[src/rtl/crc_controller_pkg.sv]
// crc_controller_pkg: shared types and constants for the CRC controller slice.
// Provides the register select decode, the FSM state type, status/control bit
// positions and the default CRC-32 polynomial and seed.
package crc_controller_pkg;
    localparam int WORD_SIZE = 32;

    typedef enum logic [2:0] {
        REG_NONE,
        CRC_CONTROL,
        CRC_INPUT,
        CRC_STATUS,
        CRC_OUTPUT
    } regsel_t;

    typedef enum logic {IDLE, SHIFT} crc_state_t;

    localparam int CRC_STAT_BUSY = 0;
    localparam int CRC_STAT_DONE = 1;
    localparam int CRC_STAT_OVF  = 2;
    localparam int CRC_STAT_EN   = 3;

    localparam int CRC_CTRL_INIT = 0;
    localparam int CRC_CTRL_EN   = 1;

    localparam logic [31:0] CRC32_POLY_DEFAULT = 32'h04C11DB7;
    localparam logic [31:0] CRC32_SEED_DEFAULT = 32'hFFFFFFFF;
endpackage

[src/rtl/crc_controller_lfsr_step.sv]
// crc_lfsr_step: combinational N-bit MSB-first CRC LFSR advance.
// Ports: crc (current register), data_msbs (next N data bits, MSB first),
//        crc_next (register after consuming those N bits).
module crc_lfsr_step #(
    parameter logic [31:0] POLY = 32'h04C11DB7,
    parameter int          N    = 1
) (
    input  logic [31:0]  crc,
    input  logic [N-1:0] data_msbs,
    output logic [31:0]  crc_next
);
    logic [31:0] c;

    always_comb begin
        c = crc;
        for (int i = N - 1; i >= 0; i--)
            c = {c[30:0], 1'b0} ^ ((c[31] ^ data_msbs[i]) ? POLY : 32'h0);
        crc_next = c;
    end
endmodule

[src/rtl/crc_controller.sv]
// crc_controller: sequences the CRC engine from decoded APB register writes.
// Ports: CLK, nRST (async active-low), write_enable/register_select/write_data
//        from the APB slave decode; crc_status, crc_result and busy toward the
//        read-data mux.
module crc_controller
    import crc_controller_pkg::*;
#(
    parameter logic [31:0] POLY           = CRC32_POLY_DEFAULT,
    parameter logic [31:0] SEED           = CRC32_SEED_DEFAULT,
    parameter int          BITS_PER_CYCLE = 1
) (
    input  logic                 CLK,
    input  logic                 nRST,
    input  logic                 write_enable,
    input  regsel_t              register_select,
    input  logic [WORD_SIZE-1:0] write_data,
    output logic [31:0]          crc_status,
    output logic [31:0]          crc_result,
    output logic                 busy
);
    localparam logic [4:0] LAST = 5'(32 / BITS_PER_CYCLE - 1);

    crc_state_t  state, state_n;
    logic [31:0] crc_reg, crc_n, data_reg, data_n, crc_step;
    logic [4:0]  count, count_n;
    logic        enable, enable_n, done, done_n, overflow, overflow_n;

    crc_lfsr_step #(.POLY(POLY), .N(BITS_PER_CYCLE)) u_step (
        .crc       (crc_reg),
        .data_msbs (data_reg[31 -: BITS_PER_CYCLE]),
        .crc_next  (crc_step)
    );

    always_ff @(posedge CLK or negedge nRST) begin
        if (!nRST) begin
            state    <= IDLE;
            crc_reg  <= SEED;
            data_reg <= '0;
            count    <= '0;
            enable   <= 1'b0;
            done     <= 1'b0;
            overflow <= 1'b0;
        end else begin
            state    <= state_n;
            crc_reg  <= crc_n;
            data_reg <= data_n;
            count    <= count_n;
            enable   <= enable_n;
            done     <= done_n;
            overflow <= overflow_n;
        end
    end

    // Later assignments win: an init write overrides the shift in progress.
    always_comb begin
        state_n    = state;
        crc_n      = crc_reg;
        data_n     = data_reg;
        count_n    = count;
        enable_n   = enable;
        done_n     = done;
        overflow_n = overflow;
        if (state == SHIFT) begin
            crc_n   = crc_step;
            data_n  = data_reg << BITS_PER_CYCLE;
            count_n = (count == LAST) ? 5'd0 : 5'(count + 5'd1);
            if (count == LAST) begin
                state_n = IDLE;
                done_n  = 1'b1;
            end
        end
        if (write_enable && register_select == CRC_CONTROL) begin
            enable_n = write_data[CRC_CTRL_EN];
            if (write_data[CRC_CTRL_INIT]) begin
                crc_n      = SEED;
                done_n     = 1'b0;
                overflow_n = 1'b0;
                state_n    = IDLE;
                count_n    = '0;
            end
        end
        // A word arriving while shifting (even on the last shift) is dropped.
        if (write_enable && register_select == CRC_INPUT) begin
            if (state == SHIFT)
                overflow_n = 1'b1;
            else if (enable) begin
                data_n  = write_data;
                count_n = '0;
                done_n  = 1'b0;
                state_n = SHIFT;
            end
        end
    end

    assign busy       = (state == SHIFT);
    assign crc_result = crc_reg;

    always_comb begin
        crc_status                = '0;
        crc_status[CRC_STAT_BUSY] = busy;
        crc_status[CRC_STAT_DONE] = done;
        crc_status[CRC_STAT_OVF]  = overflow;
        crc_status[CRC_STAT_EN]   = enable;
    end
endmodule

[config.mk]
export PLATFORM = sky130hd
export DESIGN_NAME = crc_controller
export DESIGN_NICKNAME = d
export VERILOG_FILES = /design/src/rtl/crc_controller_pkg.sv /design/src/rtl/crc_controller_lfsr_step.sv /design/src/rtl/crc_controller.sv
export SDC_FILE = /design/constraint.sdc
export NUM_CORES = 1
export LEC_CHECK = 0
export BUFFER_PORTS_ARGS = -buffer_cell sky130_fd_sc_hd__buf_2
export CORE_MARGIN = 4
export CORE_UTILIZATION = 42
export DETAILED_ROUTE_END_ITERATION = 12
export GPL_TIMING_DRIVEN = 0
export PLACE_DENSITY_LB_ADDON = 0.25
export SLEW_MARGIN = 20
export SYNTH_ARGS = -nofsm -noshare
export SYNTH_HDL_FRONTEND = slang
export SYNTH_SLANG_ARGS = --single-unit
[constraint.sdc]
create_clock -name CLK -period 1.4 [get_ports CLK]
set_input_delay 0.28 -clock CLK [delete_from_list [all_inputs] [get_ports CLK]]
set_output_delay 0.28 -clock CLK [all_outputs]
set_load 0.03 [all_outputs]
==> results.json, run 1 <==
{
  "reg2reg_depth": 5,
  "layoutNonFillerInstCount": 582,
  "post-route-cell-area_mm2": 0.004786,
  "synth-seq-area-share_pct": 50.07,
  "grt_overflow": 0,
  "port_buffers": 74,
  "dp.cells": 560,
  "nets": 509,
  "wire_per_inst_um": 15.72,
  "cts-root-buf": "clkbuf_8",
  "wirelength_um": 9147,
  "path_class": "reg2reg",
  "cts.path.max_buffers": 2,
  "cts_buffers": 9,
  "die_y_um": 102.2,
  "ir_drop_mv": 0.7648,
  "crit_path_end_kind": "register",
  "cp_max_fo": 4,
  "dr_wl_met3_um": 596,
  "grt_pass1_wl_um": 14480,
  "r2r_setup_slack_ps": -70,
  "dr_wl_met2_um": 4400,
  "floorplan.initialDensity_pct": 42.96,
  "status": "complete, but fails checks",
  "powerDensity_mw_per_mm2": 2426,
  "antenna_found_initial": 1,
  "synth_cells": 350,
  "finalCritPeriodShare_pct": 105.3,
  "ant_nets": 0,
  "diodes": 0,
  "drc_errors": 0,
  "drive_gt1_share_pct": 42.83,
  "dr.pass1.iters": 4,
  "maxSlewViolCount": 0,
  "worstHoldPathType": "in2reg",
  "area_delta_synth_final_pct": 28.36,
  "synth_warnings": 0,
  "finalWorstSetupSlack_ps": -74.70,
  "top_layer_used": "met5",
  "gp_congestion": 0.8103,
  "num_rows": 34,
  "clk_pin_slew_worst_paths_ps": 80,
  "rr_startpoint": "count[0]$_DFF_PN0_",
  "setup_viol": 3,
  "wl_met1_um": 4077,
  "worstSkewPairLatency_ps": 340,
  "rsz0062_at_grt": "true",
  "failed_checks": "negative setup slack",
  "htree_levels": 3,
  "cts_tree": "built",
  "min_period_ps": 1475,
  "timing_hold_violations_final": 0,
  "p_leak_nw": 2.191,
  "yosysUniqueCellTypes": 35,
  "die_x_um": 102.2,
  "endpoint": "count[2]$_DFF_PN0_",
  "synth_edf_count": 0,
  "ys_seq_elements": 73,
  "track_usage_pct": 17.46,
  "vias_per_cell": 5.232,
  "core_mm2": 0.008678,
  "grt_pass1_vias": 2889,
  "numClockSinks": 73,
  "rr_endpoint": "count[2]$_DFF_PN0_",
  "synthFlopType": "dfrtp_1",
  "vias": 3045,
  "max_cap_violations": 0,
  "die_area_mm2": 0.01045,
  "dp_hpwl_um": 6378,
  "startpoint_type": "register",
  "cp-startpoint": "count[0]$_DFF_PN0_",
  "skew_ps": 11.00,
  "avgSynthCellArea_um2": 10.65,
  "worstHoldStart": "write_data[1]",
  "grt_max_degree": 43,
  "ys_async_sr_fraction_pct": 100.0,
  "critPathRequiredTime_ps": 1670,
  "num_io_pins": 103,
  "fmax_mhz": 678.1,
  "post_dp_cell_area_mm2": 0.004378,
  "synth_area_mm2": 0.003729,
  "drt-initial-drc-count": 203,
  "cp.arrival_ps": 1740
}
[repair_timing]
item	in CTS	in global routing
hold endpoints to repair	5	0
hold buffers	1	0
setup endpoints to repair	37	78
pin swaps	5	1
gates resized for setup	18	70
gates cloned	0	1
buffers inserted	1	3
[logic make-up (layout without fill, tap and decap cells)]
logic type,count (synthesis),count (layout),share of synthesized area (%)
AND/OR/NAND/NOR,47,47,5.906
multiplexers,18,18,4.832
flip-flops,73,73,50.07
XOR/XNOR,16,16,3.960
buffers and inverters,68,165,11.71
AO/OA/AOI/OAI,125,125,22.75
other,1,28,0.1006
adder cells (fa/ha/maj),2,2,0.6710
[critical path: stages, from the launching register on]
cell and delay (ps):
dfrtp_1 400, ha_2 200, and3_4 180, ha_4 160, or3_4 320, a21oi_2 140
[final cells by class]
class / instances / area, um2
plain buffers: 66 / 454.2
clock buffers: 12 / 187.7
clock inverters: 4 / 30.03
fillers: 806 / 3892
inverters: 2 / 7.507
multi-input cells: 236 / 1575
flip-flops and latches: 73 / 1867
well taps: 108 / 135.1
repair buffers: 81 / 529.3
[per-stage QoR]
step | worst slack (ps) | power [mW] | util (%) | hold WS [ps] | TNS [ps]
after floorplan | 12.32 | 8.013 | - | -15.59 | 0
after global placement | -394.9 | 9.172 | 50.19 | 491.8 | -17670
after detailed placement | -117.8 | 9.329 | 50.45 | 248.7 | -640.8
after CTS | -88.86 | 11.24 | 53.62 | 158.1 | -164.5
after global routing | -124.7 | 12.37 | 55.15 | 165.0 | -382.3
final | -74.70 | 11.61 | 55.15 | 176.5 | -145.2
[metal layers]
metal | vias to the layer above | track usage, %
met2 | 101 | 27.64
li1 | 1450 | -
met3 | 7 | 4.846
met1 | 1485 | 24.11
met5 | - | 0
met4 | 2 | 3.734
[worst min path at each step]
stage / depth (start not counted) / slack, ps / to
5_1_grt: 3 / 160 / enable$_DFFE_PN0N_
3_5_place_dp: 1 / 250 / data_reg[24]$_DFF_PN0_
2_1_floorplan: 0 / -20 / busy$_DFF_PN0_
4_1_cts: 3 / 160 / enable$_DFFE_PN0N_
3_3_place_gp: 1 / 490 / overflow$_DFF_PN0_
6_report: 3 / 180 / enable$_DFFE_PN0N_
[cell usage in the layout (no fill, tap or decap), types with 3 or more instances in the layout]
cell type  synthesis  layout
buf_4             34      65
buf_2              7      49
dfrtp_1           41      41
nand2_1           36      36
o21ai_0           34      34
dfstp_2           32      32
a31oi_1           31      31
a2bb2oi_1         31      31
conb_1             1      28
mux2i_1           18      18
o211ai_1          17      17
clkbuf_2           0      14
xor2_1            14      14
clkbuf_8           0      10
buf_6              6       9
clkbuf_4           0       5
a21oi_1            6       4
clkbuf_1          18       3
[where the power goes]
part / internal [mW] / total [mW] / switching (mW)
Clock: 0.915 / 1.73 / 0.814
Sequential: 3.41 / 4.15 / 0.740
Combinational: 2.56 / 5.73 / 3.17
Total: 6.89 / 11.6 / 4.72
[synthesized netlist by cell type, types with 6 or more instances]
cell type / instances / area (um2)
mux2i_1: 18 / 180.2
dfrtp_1: 41 / 1026
buf_2: 7 / 35.03
o21ai_0: 34 / 170.2
clkbuf_1: 18 / 67.56
a21oi_1: 6 / 30.03
buf_6: 6 / 67.56
xor2_1: 14 / 122.6
a31oi_1: 31 / 193.9
o211ai_1: 17 / 127.6
nand2_1: 36 / 135.1
buf_4: 34 / 255.2
a2bb2oi_1: 31 / 271.5
dfstp_2: 32 / 840.8
No activity file was read; power rests on OpenSTA's default activity.
==> run 2: changes to the inputs <==
--- a/config.mk
+++ b/config.mk
@@ -11,6 +11,7 @@
 export DETAILED_ROUTE_END_ITERATION = 12
 export GPL_TIMING_DRIVEN = 0
 export PLACE_DENSITY_LB_ADDON = 0.25
+export RECOVER_POWER = 50
 export SLEW_MARGIN = 20
 export SYNTH_ARGS = -nofsm -noshare
 export SYNTH_HDL_FRONTEND = slang
==> results.json, run 2 (same netlist as run 1, synthesis figures left out) <==
{
  "die_y_um": 102.2,
  "min_period_ps": 1476,
  "failed_checks": "negative setup slack",
  "cts_tree": "built",
  "dp_hpwl_um": 6378,
  "ant_nets": 0,
  "wire_per_inst_um": 15.73,
  "num_rows": 34,
  "fmax_mhz": 677.5,
  "drive_gt1_share_pct": 42.62,
  "gp_congestion": 0.8103,
  "register_area_mm2": 0.001867,
  "mostFrequentLayoutCells": "buf_4 (64), buf_2 (48), dfrtp_1 (41)",
  "num_io_pins": 103,
  "p_leak_nw": 2.187,
  "crit_path_end_kind": "register",
  "numClockSinks": 73,
  "critPathBufInv": 0,
  "grt_pass1_vias": 2889,
  "path_class": "reg2reg",
  "diodes": 0,
  "cpMaxStageDelayCell": "dfrtp_1",
  "grt_max_degree": 43,
  "grt_pass1_wl_um": 14480,
  "powerDensity_mw_per_mm2": 2428,
  "vias_per_cell": 5.241,
  "critPathRequiredTime_ps": 1670,
  "skew_ps": 11.04,
  "cts_buffers": 9,
  "cp.arrival_ps": 1750,
  "area_delta_synth_final_pct": 28.26,
  "crit_family": "simple AND/OR/NAND/NOR gates",
  "worstSkewPairLatency_ps": 340,
  "finalCritPeriodShare_pct": 105.4,
  "post-route-cell-area_mm2": 0.004782,
  "vias": 3050,
  "worst_pin_slew_ps": 819.9,
  "dr.pass1.iters": 4,
  "clk_pin_slew_worst_paths_ps": 80,
  "core_mm2": 0.008678,
  "nets": 509,
  "grt_overflow": 0,
  "floorplan.initialDensity_pct": 42.96,
  "rsz0062_at_grt": "true",
  "status": "complete, but fails checks",
  "maxSlewViolCount": 0,
  "drt-initial-drc-count": 197,
  "ir_drop_mv": 0.7640,
  "startpoint_type": "register",
  "port_buffers": 74,
  "cts-root-buf": "clkbuf_8",
  "htree_levels": 3,
  "antenna_found_initial": 1,
  "nFillCells": 805,
  "setup_viol": 3,
  "cp_max_fo": 4,
  "die_x_um": 102.2,
  "final_common_cell": "buf_4",
  "final_util_pct": 55.10,
  "slowest_delay_ps": 410,
  "timing_hold_violations_final": 0,
  "worstHoldPathType": "in2reg",
  "relSlewSlack_pct": 45.34,
  "path_cells": "ha_2 > and3_4 > ha_4 > or3_4 > a21oi_2",
  "finalWorstSetupSlack_ps": -76.01,
  "multi_input_area_mm2": 0.001575,
  "cts.path.max_buffers": 2,
  "post_dp_cell_area_mm2": 0.004378,
  "wirelength_um": 9156,
  "drc_errors": 0,
  "track_usage_pct": 17.46,
  "die_area_mm2": 0.01045,
  "max_cap_violations": 0
}
## run 2: per-layer routing
| layer | GRT usage [%] | part of all wire [%] | up-vias |
|---|---|---|---|
| met5 | 0 | 0.13 | - |
| met4 | 3.734 | 0.66 | 2 |
| met3 | 4.846 | 6.5 | 7 |
| met2 | 27.64 | 48 | 108 |
| met1 | 24.11 | 45 | 1485 |
| li1 | - | - | 1448 |
## run 2: worst min-delay path, stage by stage
cell and delay (ps):
buf_2 90, nand2_1 40, o21ai_0 60
## run 2: what timing repair did
item                       in CTS  in global routing
hold buffers                    1                  0
hold endpoints to repair        5                  0
cloned                          0                  1
gates resized for setup        18                 70
setup endpoints to repair      37                 78
pin swaps                       5                  1
buffers inserted                1                  3
## run 2: report_power, final
group	switching [mW]	internal, mW	leakage, nW
sequential	0.744	3.41	0.781
combinational	3.17	2.56	1.30
clock	0.814	0.915	0.109
## run 2: final cells by class
cell class,count,area share [%]
inverters,2,0.1570
clock buffers,12,3.925
well taps,108,2.826
multi-input cells,236,32.94
plain buffers,66,9.471
clock inverters,4,0.6279
repair buffers,81,11.02
flip-flops and latches,73,39.04
## run 2: path summary, 6_finish.rpt
check,slack (ps),depth (start not counted),start,end
max,-80,5,count[1]$_DFF_PN0_,count[2]$_DFF_PN0_
min,180,3,write_data[1],enable$_DFFE_PN0N_
max reg2reg,-80,5,count[1]$_DFF_PN0_,count[2]$_DFF_PN0_
min reg2reg,520,1,overflow$_DFF_PN0_,overflow$_DFF_PN0_
max in group asynchronous,100,3,nRST,crc_result[0]$_DFF_PN1_
min in group asynchronous,580,2,nRST,data_reg[22]$_DFF_PN0_
## run 2: per-stage QoR
stage / total power, mW / TNS (ps) / std cells / hold slack [ps] / setup WS, ps
finish: 11.61 / -151.3 / 582 / 176.5 / -76.01
detailed placement: 9.329 / -640.8 / 560 / 248.7 / -117.8
global placement: 9.172 / -17670 / 559 / 491.8 / -394.9
floorplan: 8.013 / 0 / 377 / -15.59 / 12.32
global route: 12.37 / -1454 / 582 / 165.0 / -124.7
CTS: 11.24 / -164.5 / 578 / 158.1 / -88.86
